File: src/rtl/text_write_arbiter_pkg.sv
// -----------------------------------------------------------------------------
// text_write_arbiter_pkg
// Shared constants and types for the character-memory write arbiter.
//   - Screen geometry: 80x30 character cells (8x16 font on 640x480).
//   - TA_IDX_W : cell index width, derived from the cell count.
//   - TA_CHAR_W: character code width of the font ROM.
//   - text_wr_t: one write (cell index + character code).
//   - state_t  : arbiter FSM states.
// No ports (package).
// -----------------------------------------------------------------------------
package text_write_arbiter_pkg;

  // Video / font geometry
  localparam int TA_CHARS_H   = 80;
  localparam int TA_CHARS_V   = 30;
  localparam int TA_CHARS     = TA_CHARS_H * TA_CHARS_V;
  localparam int TA_BITS_CHARS = $clog2(TA_CHARS);
  localparam int TA_BITS_CHAR  = 8;

  // Arbiter configuration
  localparam int TA_REQS   = 4;
  localparam int TA_IDX_W  = TA_BITS_CHARS;
  localparam int TA_CHAR_W = TA_BITS_CHAR;
  localparam logic [TA_CHAR_W-1:0] TA_FILL_CHAR = 8'd2;  // space glyph

  typedef struct packed {
    logic [TA_IDX_W-1:0]  idx;
    logic [TA_CHAR_W-1:0] chr;
  } text_wr_t;

  typedef enum logic {
    IDLE  = 1'b0,
    CLEAR = 1'b1
  } state_t;

  // True when the index addresses an existing cell.
  function automatic logic idx_in_range(input logic [TA_IDX_W-1:0] idx,
                                        input int                  chars);
    return {1'b0, idx} < (TA_IDX_W + 1)'(chars);
  endfunction

endpackage

File: src/rtl/text_write_arbiter_rr_arbiter.sv
// -----------------------------------------------------------------------------
// rr_arbiter
// Round-robin arbiter with a registered priority pointer.
// The search for a winner starts one position after the last winner, so
// after reset (pointer = REQS-1) requester 0 has first priority. The pointer
// moves to the winner only when a grant is actually issued.
// Ports:
//   clk, rst  : clock, asynchronous active-high reset
//   valid_i   : per-requester request vector
//   en_i      : grant enable; when low no grant is issued and pointer holds
//   grant_o   : one-hot grant (combinational)
// -----------------------------------------------------------------------------
module rr_arbiter #(
  parameter int REQS = 4
) (
  input  logic            clk,
  input  logic            rst,
  input  logic [REQS-1:0] valid_i,
  input  logic            en_i,
  output logic [REQS-1:0] grant_o
);

  localparam int PTR_W = (REQS > 1) ? $clog2(REQS) : 1;

  logic [PTR_W-1:0] ptr_q, ptr_d;
  logic [PTR_W-1:0] win;
  logic [PTR_W-1:0] cand_p;
  logic             found;
  int               cand;

  // Rotating priority search: first valid requester after the pointer.
  always_comb begin
    win    = ptr_q;
    found  = 1'b0;
    cand   = 0;
    cand_p = '0;
    for (int off = 1; off <= REQS; off++) begin
      cand   = (int'(ptr_q) + off) % REQS;
      cand_p = PTR_W'(cand);
      if (!found && valid_i[cand_p]) begin
        found = 1'b1;
        win   = cand_p;
      end
    end
  end

  always_comb begin
    grant_o = '0;
    ptr_d   = ptr_q;
    if (en_i && found) begin
      grant_o[win] = 1'b1;
      ptr_d        = win;
    end
  end

  always_ff @(posedge clk or posedge rst) begin
    if (rst) begin
      ptr_q <= PTR_W'(REQS - 1);
    end else begin
      ptr_q <= ptr_d;
    end
  end

endmodule

File: src/rtl/text_write_arbiter.sv
// -----------------------------------------------------------------------------
// text_write_arbiter
// Shares the single write port of the on-screen character memory between
// several text producers and provides a full-screen clear engine.
//
// Handshake (all requesters): a requester raises req_valid[i] with stable
// req_idx/req_char; the transfer happens in the cycle where req_valid[i] and
// req_ready[i] are both high. req_ready is combinational and at most one-hot.
// A requester may drop valid before ready to withdraw its request.
//
// Ports:
//   clk, rst     : 10 MHz clock, asynchronous active-high reset
//   vblank       : (TEXT_ARB_VBLANK_EN only) writes allowed only while high
//   req_valid    : per-requester write request
//   req_idx      : per-requester cell index (y*80 + x), packed REQS*IDX_W
//   req_char     : per-requester character code, packed REQS*CHAR_W
//   req_ready    : one-hot grant
//   clear_start  : pulse, start filling the whole screen with FILL_CHAR
//   busy         : clear in progress
//   clear_done   : one-cycle pulse after the last clear write
//   wr_en/wr_idx/wr_char : registered memory write port (1-cycle latency)
//   oob_flag     : sticky, a granted request had idx >= CHARS
//   dbg_state    : current FSM state
//
// Optional feature macro: TEXT_ARB_VBLANK_EN (adds vblank gating of all
// writes). Without it every cycle may write.
// IDX_W/CHAR_W come from the package; CHARS must not exceed 2**IDX_W.
// -----------------------------------------------------------------------------
module text_write_arbiter
  import text_write_arbiter_pkg::*;
#(
  parameter int                    REQS      = TA_REQS,
  parameter int                    CHARS     = TA_CHARS,
  parameter logic [TA_CHAR_W-1:0]  FILL_CHAR = TA_FILL_CHAR
) (
  input  logic                      clk,
  input  logic                      rst,
`ifdef TEXT_ARB_VBLANK_EN
  input  logic                      vblank,
`endif
  input  logic [REQS-1:0]           req_valid,
  input  logic [REQS*TA_IDX_W-1:0]  req_idx,
  input  logic [REQS*TA_CHAR_W-1:0] req_char,
  output logic [REQS-1:0]           req_ready,
  input  logic                      clear_start,
  output logic                      busy,
  output logic                      clear_done,
  output logic                      wr_en,
  output logic [TA_IDX_W-1:0]       wr_idx,
  output logic [TA_CHAR_W-1:0]      wr_char,
  output logic                      oob_flag,
  output state_t                    dbg_state
);

  localparam logic [TA_IDX_W-1:0] LAST_IDX = TA_IDX_W'(CHARS - 1);

  state_t              state_q, state_d;
  logic [TA_IDX_W-1:0] cnt_q, cnt_d;
  text_wr_t            wr_q, wr_d;
  logic                wr_en_q, wr_en_d;
  logic                busy_q, busy_d;
  logic                done_q, done_d;
  logic                oob_q, oob_d;

  logic [REQS-1:0]     grant;
  logic                arb_en;
  logic                wr_ok;
  text_wr_t            sel;

`ifdef TEXT_ARB_VBLANK_EN
  assign wr_ok = vblank;
`else
  assign wr_ok = 1'b1;
`endif

  // Grants only in IDLE; a simultaneous clear_start takes precedence.
  // rst is included so req_ready is 0 while reset is held.
  assign arb_en = (state_q == IDLE) && !clear_start && wr_ok && !rst;

  rr_arbiter #(
    .REQS (REQS)
  ) u_rr_arbiter (
    .clk     (clk),
    .rst     (rst),
    .valid_i (req_valid),
    .en_i    (arb_en),
    .grant_o (grant)
  );

  // Winner data mux (grant is one-hot).
  always_comb begin
    sel = '0;
    for (int i = 0; i < REQS; i++) begin
      if (grant[i]) begin
        sel.idx = req_idx[i*TA_IDX_W +: TA_IDX_W];
        sel.chr = req_char[i*TA_CHAR_W +: TA_CHAR_W];
      end
    end
  end

  // State and datapath registers
  always_ff @(posedge clk or posedge rst) begin
    if (rst) begin
      state_q <= IDLE;
      cnt_q   <= '0;
      wr_q    <= '0;
      wr_en_q <= 1'b0;
      busy_q  <= 1'b0;
      done_q  <= 1'b0;
      oob_q   <= 1'b0;
    end else begin
      state_q <= state_d;
      cnt_q   <= cnt_d;
      wr_q    <= wr_d;
      wr_en_q <= wr_en_d;
      busy_q  <= busy_d;
      done_q  <= done_d;
      oob_q   <= oob_d;
    end
  end

  // Next-state logic
  always_comb begin
    state_d = state_q;
    case (state_q)
      IDLE:    if (clear_start) state_d = CLEAR;
      CLEAR:   if (wr_ok && (cnt_q == LAST_IDX)) state_d = IDLE;
      default: state_d = IDLE;
    endcase
  end

  // Output / datapath next values
  always_comb begin
    req_ready = grant;
    cnt_d     = cnt_q;
    wr_d      = wr_q;     // address/data hold when nothing is written
    wr_en_d   = 1'b0;
    busy_d    = busy_q;
    done_d    = 1'b0;
    oob_d     = oob_q;
    case (state_q)
      IDLE: begin
        if (clear_start) begin
          cnt_d  = '0;
          busy_d = 1'b1;
        end else if (|grant) begin
          if (idx_in_range(sel.idx, CHARS)) begin
            wr_en_d = 1'b1;
            wr_d    = sel;
          end else begin
            // Acknowledged but dropped; remember that it happened.
            oob_d = 1'b1;
          end
        end
      end
      CLEAR: begin
        // clear_start is ignored here; the fill never restarts.
        if (wr_ok) begin
          wr_en_d = 1'b1;
          wr_d.idx = cnt_q;
          wr_d.chr = FILL_CHAR;
          if (cnt_q == LAST_IDX) begin
            busy_d = 1'b0;
            done_d = 1'b1;
          end else begin
            cnt_d = cnt_q + 1'b1;
          end
        end
      end
      default: ;
    endcase
  end

  assign busy       = busy_q;
  assign clear_done = done_q;
  assign wr_en      = wr_en_q;
  assign wr_idx     = wr_q.idx;
  assign wr_char    = wr_q.chr;
  assign oob_flag   = oob_q;
  assign dbg_state  = state_q;

endmodule

File: config.mk
export PLATFORM = sky130hd
export DESIGN_NAME = text_write_arbiter
export DESIGN_NICKNAME = d
export VERILOG_FILES = /design/src/rtl/text_write_arbiter_pkg.sv /design/src/rtl/text_write_arbiter_rr_arbiter.sv /design/src/rtl/text_write_arbiter.sv
export SDC_FILE = /design/constraint.sdc
export NUM_CORES = 1
export LEC_CHECK = 0
export CELL_PAD_IN_SITES_DETAIL_PLACEMENT = 1
export CELL_PAD_IN_SITES_GLOBAL_PLACEMENT = 2
export CORE_ASPECT_RATIO = 0.5
export CORE_MARGIN = 1.5
export CORE_UTILIZATION = 22
export DETAILED_ROUTE_END_ITERATION = 8
export PLACE_DENSITY = 0.89
export REMOVE_ABC_BUFFERS = 1
export SLEW_MARGIN = 20
export SYNTH_ARGS = -nofsm -noshare
export SYNTH_HDL_FRONTEND = slang
export SYNTH_HIERARCHICAL = 1
export SYNTH_SLANG_ARGS = --single-unit
File: constraint.sdc
create_clock -name clk -period 3.8 [get_ports clk]
set_input_delay 0.76 -clock clk [delete_from_list [all_inputs] [get_ports clk]]
set_output_delay 0.76 -clock clk [all_outputs]
set_load 0.05 [all_outputs]
==> flow_summary.ini, run 1 <==
[worst_hold_path]
hp-class = flip-flop to flip-flop
whs_endpoint = busy
hold_start = busy
hold_depth = 2

[power]
p_int_mw = 1.05
p_sw_mw = 0.566
vdd_drop_max_mv = 0.136
clkPwrFrac_pct = 31.5
p_seq_share_pct = 36.3
pwr-share-comb_pct = 32.3
powerDensity_mw_per_mm2 = 353
switching_share_pct = 35.0
leakagePower_nw = 1.88

[detailed_routing]
ant_nets = 0
wl_per_cell_um = 18.0
first_pass_iters = 4
drc_errors = 0
drtIter0Drc = 143
vias = 3046
routed_via_density = 5.00
wirelength_um = 11000

[clock_network]
htreeDepth = 2
clkTransAtPathRegs_ps = 60
cts_hold_buffers = 0
clk_latency_ps = 290
cts_buffer_depth = 2
tritoncts = done
clock-sinks = 39
numCtsBuffers = 5
clock-root-buffer = clkbuf_16

[critical_path]
r2r_cells = 15
slowest_stage = clkdlybuf4s50_1
timing.rr.start = u_rr_arbiter/ptr_q[1]
r2r_end = wr_idx[9]
cp_cell_sequence = clkdlybuf4s50_1, or2_2, nor2_4, o41a_1, nand2_2, nor2_4, buf_6, clkinvlp_4, o22ai_1, nor2_1, a21bo_1, a311o_1, buf_12, clkbuf_4, a21oi_1, a21oi_1
cp-end-kind = flip-flop
slowest_delay_ps = 430
cp.arrival_ps = 3920
path_class = input pin to flip-flop
start_kind = input pin
crit_required_ps = 3950
critPathMaxFanout = 8
reg2reg_setup_slack_ps = 360
setup.worst_path.start = clear_start

[global_route]
antenna_found_initial = 0
grt_pass1_wl_um = 16300
grt_pass1_vias = 3157
use_met3_pct = 2.46
grt_max_degree = 33
grt_overflow = 0
grt_use_met2_pct = 30.1
grt_busiest_layer = met2
met1_usage_pct = 22.1
track_usage_pct = 17.1

[yosys]
synth_warnings = 6
synthArstFlopShare_pct = 100
ys_ff_latch = 39
netlist_instances = 295
syn_area_sq_mm = 0.00246
avgSynthCellArea_sq_um = 8.34
synth_enable_flop_cells = 0
yosysUniqueCellTypes = 53
synth-main-ff-cell = dfrtp_1
seq_area_frac_synth_pct = 39.8

[final_layout]
postLayoutCellArea_sq_mm = 0.00458
diodes = 0
drive_gt1_share_pct = 23.9
fin_cells = 609
area_growth_pct = 86.2
final_nets = 551

[die]
dieArea_sq_mm = 0.0119
num_rows = 27
die-height_um = 77.8
initial_core_util_pct = 22.5
core_area_sq_mm = 0.0109
ios = 116
fp.dieW_um = 153

[outcome]
status = complete, no violations

[timing]
hold_viol = 0
drv_slew = 0
fin_tns_setup_ps = 0
relSlewSlack_pct = 55.7
max_freq_mhz = 265
finalCritPeriodShare_pct = 99.3
fin_skew_ps = 8.69
fin_crit_ps = 3770
setup_violations = 0
worst_pin_slew_ps = 663

[placement]
dp_cells = 588
portBuffers = 115
dpl_cell_area_sq_mm = 0.00416
dp_hpwl_um = 8150
place_congestion = 0.792

[flow_run]
maxCapViolations = 0
routing by layer:
layer | up-vias | share of wire [%]
met1 | 1537 | 45
met3 | 19 | 3.2
li1 | 1427 | -
met4 | 0 | 1.4
met2 | 63 | 51
met5 | - | 0
synth_stat cells (all sizes together), types with 6 or more instances:
library cell | number | area, sq um
nor2b | 6 | 37.5
a21oi | 22 | 110
nand3 | 9 | 45.0
clkbuf | 12 | 45.0
nor3 | 8 | 51.3
buf | 8 | 45.0
o22ai | 15 | 93.8
a221oi | 14 | 123
inv | 10 | 37.5
nand2 | 29 | 109
dfrtp | 37 | 926
nor2 | 44 | 165
o21ai | 12 | 60.1
kinds of logic after synthesis:
kind of cell	after synthesis	synth area share [%]
DFF	39	39.8
muxes	3	1.27
xor gates and xnor gates	7	2.49
AOI/OAI and AO/OA	95	27.4
adders and majority gates	1	0.508
and+or+nand+nor	120	23.4
buffers and inverters	30	5.19
critical path, delay by kind of cell:
family	cells	cell delay, ps
AOI/OAI and AO/OA	6	1260
buffers and inverters	5	1080
and+or+nand+nor	5	810
placed cells by master (no fill, tap or decap), drive strengths merged, types with 5 or more instances in the layout:
cell type,count
a21oi,22
a32oi,5
nand2,29
inv,10
xor2,5
o22ai,15
nor2b,6
dfrtp,37
o21ai,12
a22oi,5
clkbuf,6
a221oi,14
nor2,44
nor3,8
or3,5
a211oi,5
buf,69
clkdlybuf4s50,107
nand3,9
cell type report:
type / count / area (sq um)
fillers: 1285 / 6360
repair buffers: 181 / 1730
multi-input cells: 226 / 1480
flip-flops and latches: 39 / 978
well taps: 145 / 181
clock buffers: 5 / 125
clock inverters: 3 / 46.3
inverters: 10 / 41.3
sequential cells by signal, summed over array words and instances, names as in the netlist:
name and count:
busy 1, clear_done 1, cnt_q 12, dbg_state 1, oob_flag 1, u_rr_arbiter/ptr_q 2
wr_char 8, wr_en 1, wr_idx 12
power by group through the flow:
stage | Combinational (mW) | Sequential (mW) | Clock [mW]
after global placement | 0.488 | 0.588 | 0
final | 0.521 | 0.586 | 0.509
after detailed placement | 0.500 | 0.590 | 0
after floorplan | 0.143 | 0.697 | 0
after global routing | 0.559 | 0.604 | 0.538
after CTS | 0.506 | 0.586 | 0.516
through the flow:
stage | power [mW] | hold WS (ps) | utilization, % | setup WS, ps
finish | 1.62 | 493 | 41.9 | 28.1
global route | 1.70 | 530 | 41.9 | -118
CTS | 1.61 | 496 | 40.3 | 5.17
detailed placement | 1.09 | 478 | 38.0 | -461
global placement | 1.08 | 460 | 38.0 | -377
floorplan | 0.840 | 473 | - | -2690
worst max-delay path by stage:
stage / end / slack, ps / cells after the start
global route: wr_idx[9] / -120 / 16
CTS: wr_char[6] / 5 / 15
finish: wr_idx[9] / 30 / 16
detailed placement: wr_char[6] / -460 / 13
global placement: wr_char[5] / -380 / 13
floorplan: wr_char[3] / -2690 / 11
what timing repair did:
| item | in CTS | in global routing |
|---|---|---|
| endpoints found under the hold margin | 0 | 0 |
| setup endpoints to repair | 11 | 18 |
| pin swaps | 4 | 10 |
| gates resized for setup | 13 | 20 |
| buffers inserted | 2 | 11 |
Note: power is estimated with default switching activity, not from simulation.
==> run 2: changes to the inputs <==
- CORE_UTILIZATION: 22 -> 24
- PLACE_DENSITY: 0.89 -> 0.95
- clock period: 3.8 -> 4.5 ns (I/O delays scaled with it)
==> flow_summary.ini, run 2 (synthesis gave the netlist of run 1 again) <==
[clock_network]
htreeDepth = 2
clock-sinks = 39
clock-root-buffer = clkbuf_16
numCtsBuffers = 5
clkTransAtPathRegs_ps = 60
tritoncts = done
cts_buffer_depth = 2
cts_setup_buffers = 0
clk_latency_ps = 290

[placement]
portBuffers = 115
place_congestion = 0.831
dp_hpwl_um = 7820

[worst_hold_path]
hold_depth = 1
hp-class = flip-flop to flip-flop
hold_start = oob_flag

[global_route]
grt_use_met2_pct = 32.2
antenna_found_initial = 0
grt_pass1_wl_um = 15300
track_usage_pct = 17.8
grt_busiest_layer = met2
grt_overflow = 0
met1_usage_pct = 23.2
grt_max_degree = 38
grt_pass1_vias = 2861
use_met3_pct = 2.45

[power]
leakagePower_nw = 1.63
power_mw = 1.27
vdd_drop_max_mv = 0.153
powerDensity_mw_per_mm2 = 312

[timing]
hold_viol = 0
relSlewSlack_pct = 51.6
drv_slew = 0
rsz0062_at_grt = no
worst_pin_slew_ps = 723
fin_skew_ps = 6.65
finalCritPeriodShare_pct = 93.4
setup_violations = 0
max_freq_mhz = 238
fin_crit_ps = 4200

[die]
core_area_sq_mm = 0.00970
fp.dieW_um = 146
ios = 116
initial_core_util_pct = 25.4
dieArea_sq_mm = 0.0109
num_rows = 25
die-height_um = 74.6

[critical_path]
r2r_end = wr_char[6]
crit_required_ps = 4710
critPathMaxFanout = 16
setup.worst_path.start = req_valid[3]
start_kind = input pin
timing.rr.start = u_rr_arbiter/ptr_q[1]
r2r_cells = 12
path_class = input pin to flip-flop
cp-end-kind = flip-flop
cp.arrival_ps = 4410
reg2reg_setup_slack_ps = 900
setup.worst_path.end = wr_char[6]

[final_layout]
drive_gt1_share_pct = 12.2
final_common_cell = clkdlybuf4s50_1
mostFrequentLayoutCells = 111 x clkdlybuf4s50_1, 44 x nor2_1, 37 x dfrtp_1
area_growth_pct = 66.1
diodes = 0
final_core_util_pct = 42.2
final_nets = 513

[detailed_routing]
first_pass_iters = 4
drtIter0Drc = 136
vias = 2814
drc_errors = 0
ant_nets = 0
wirelength_um = 9880
routed_via_density = 5.02
wl_per_cell_um = 17.6

[flow_run]
maxCapViolations = 0

[outcome]
status = complete, no violations
run 2: cell count changes in the layout (fill, tap and decap cells not counted), sizes merged:
cell / change
buf: -37
clkdlybuf4s50: +4
dlymetal6s2s: -4
clkinvlp: -2
bufinv: -1
clkinv: +1
inv: +1
run 2: routing by layer:
layer | up-vias | part of all wire, %
met3 | 11 | 3.7
met1 | 1411 | 44
met5 | - | 0
li1 | 1339 | -
met4 | 0 | 1.7
met2 | 53 | 50
run 2: worst min path at each step:
stage / end / slack (ps)
after floorplan: cnt_q[6] / 470
after global placement: oob_flag / 460
after detailed placement: oob_flag / 470
after CTS: oob_flag / 490
after global routing: oob_flag / 510
final: oob_flag / 490
run 2: layout make-up:
class | count | area, sq um
Fill cell | 1160 | 5610
Timing Repair Buffer | 143 | 1390
Clock inverter | 2 | 13.8
Tap cell | 135 | 169
Inverter | 10 | 37.5
Sequential cell | 39 | 978
Clock buffer | 6 | 139
Multi-Input combinational cell | 226 | 1360
run 2: worst max-delay path: stages:
cell             delay (ps)
clkdlybuf4s50_1         570
nor3b_1                 370
nor3_4                   90
and3_1                  260
buf_4                   190
or2_1                   340
a221oi_1                270
nor2_1                  110
a21bo_1                 230
a311o_2                 510
or3_1                   410
a21oi_1                 150
run 2: what timing repair did:
item	4_1_cts	5_1_grt
hold buffers	0	0
setup endpoints to repair	0	7
resized for setup	0	1
run 2: report_power, final:
group | internal, mW | switching, mW | total, mW
combinational | 0.187 | 0.226 | 0.413
clock | 0.221 | 0.145 | 0.367
sequential | 0.420 | 0.0746 | 0.495
total | 0.829 | 0.446 | 1.27
run 2: per-stage QoR:
stage | setup WS, ps | setup TNS [ps] | instances | area, sq um | hold WS (ps)
2_1_floorplan | -1990 | -39610 | 275 | 2370 | 473
3_3_place_gp | 114 | 0 | 553 | 3930 | 459
3_5_place_dp | -20.5 | -26.1 | 553 | 3930 | 468
4_1_cts | 207 | 0 | 561 | 4090 | 488
5_1_grt | 85.3 | 0 | 561 | 4090 | 508
6_report | 297 | 0 | 561 | 4090 | 491
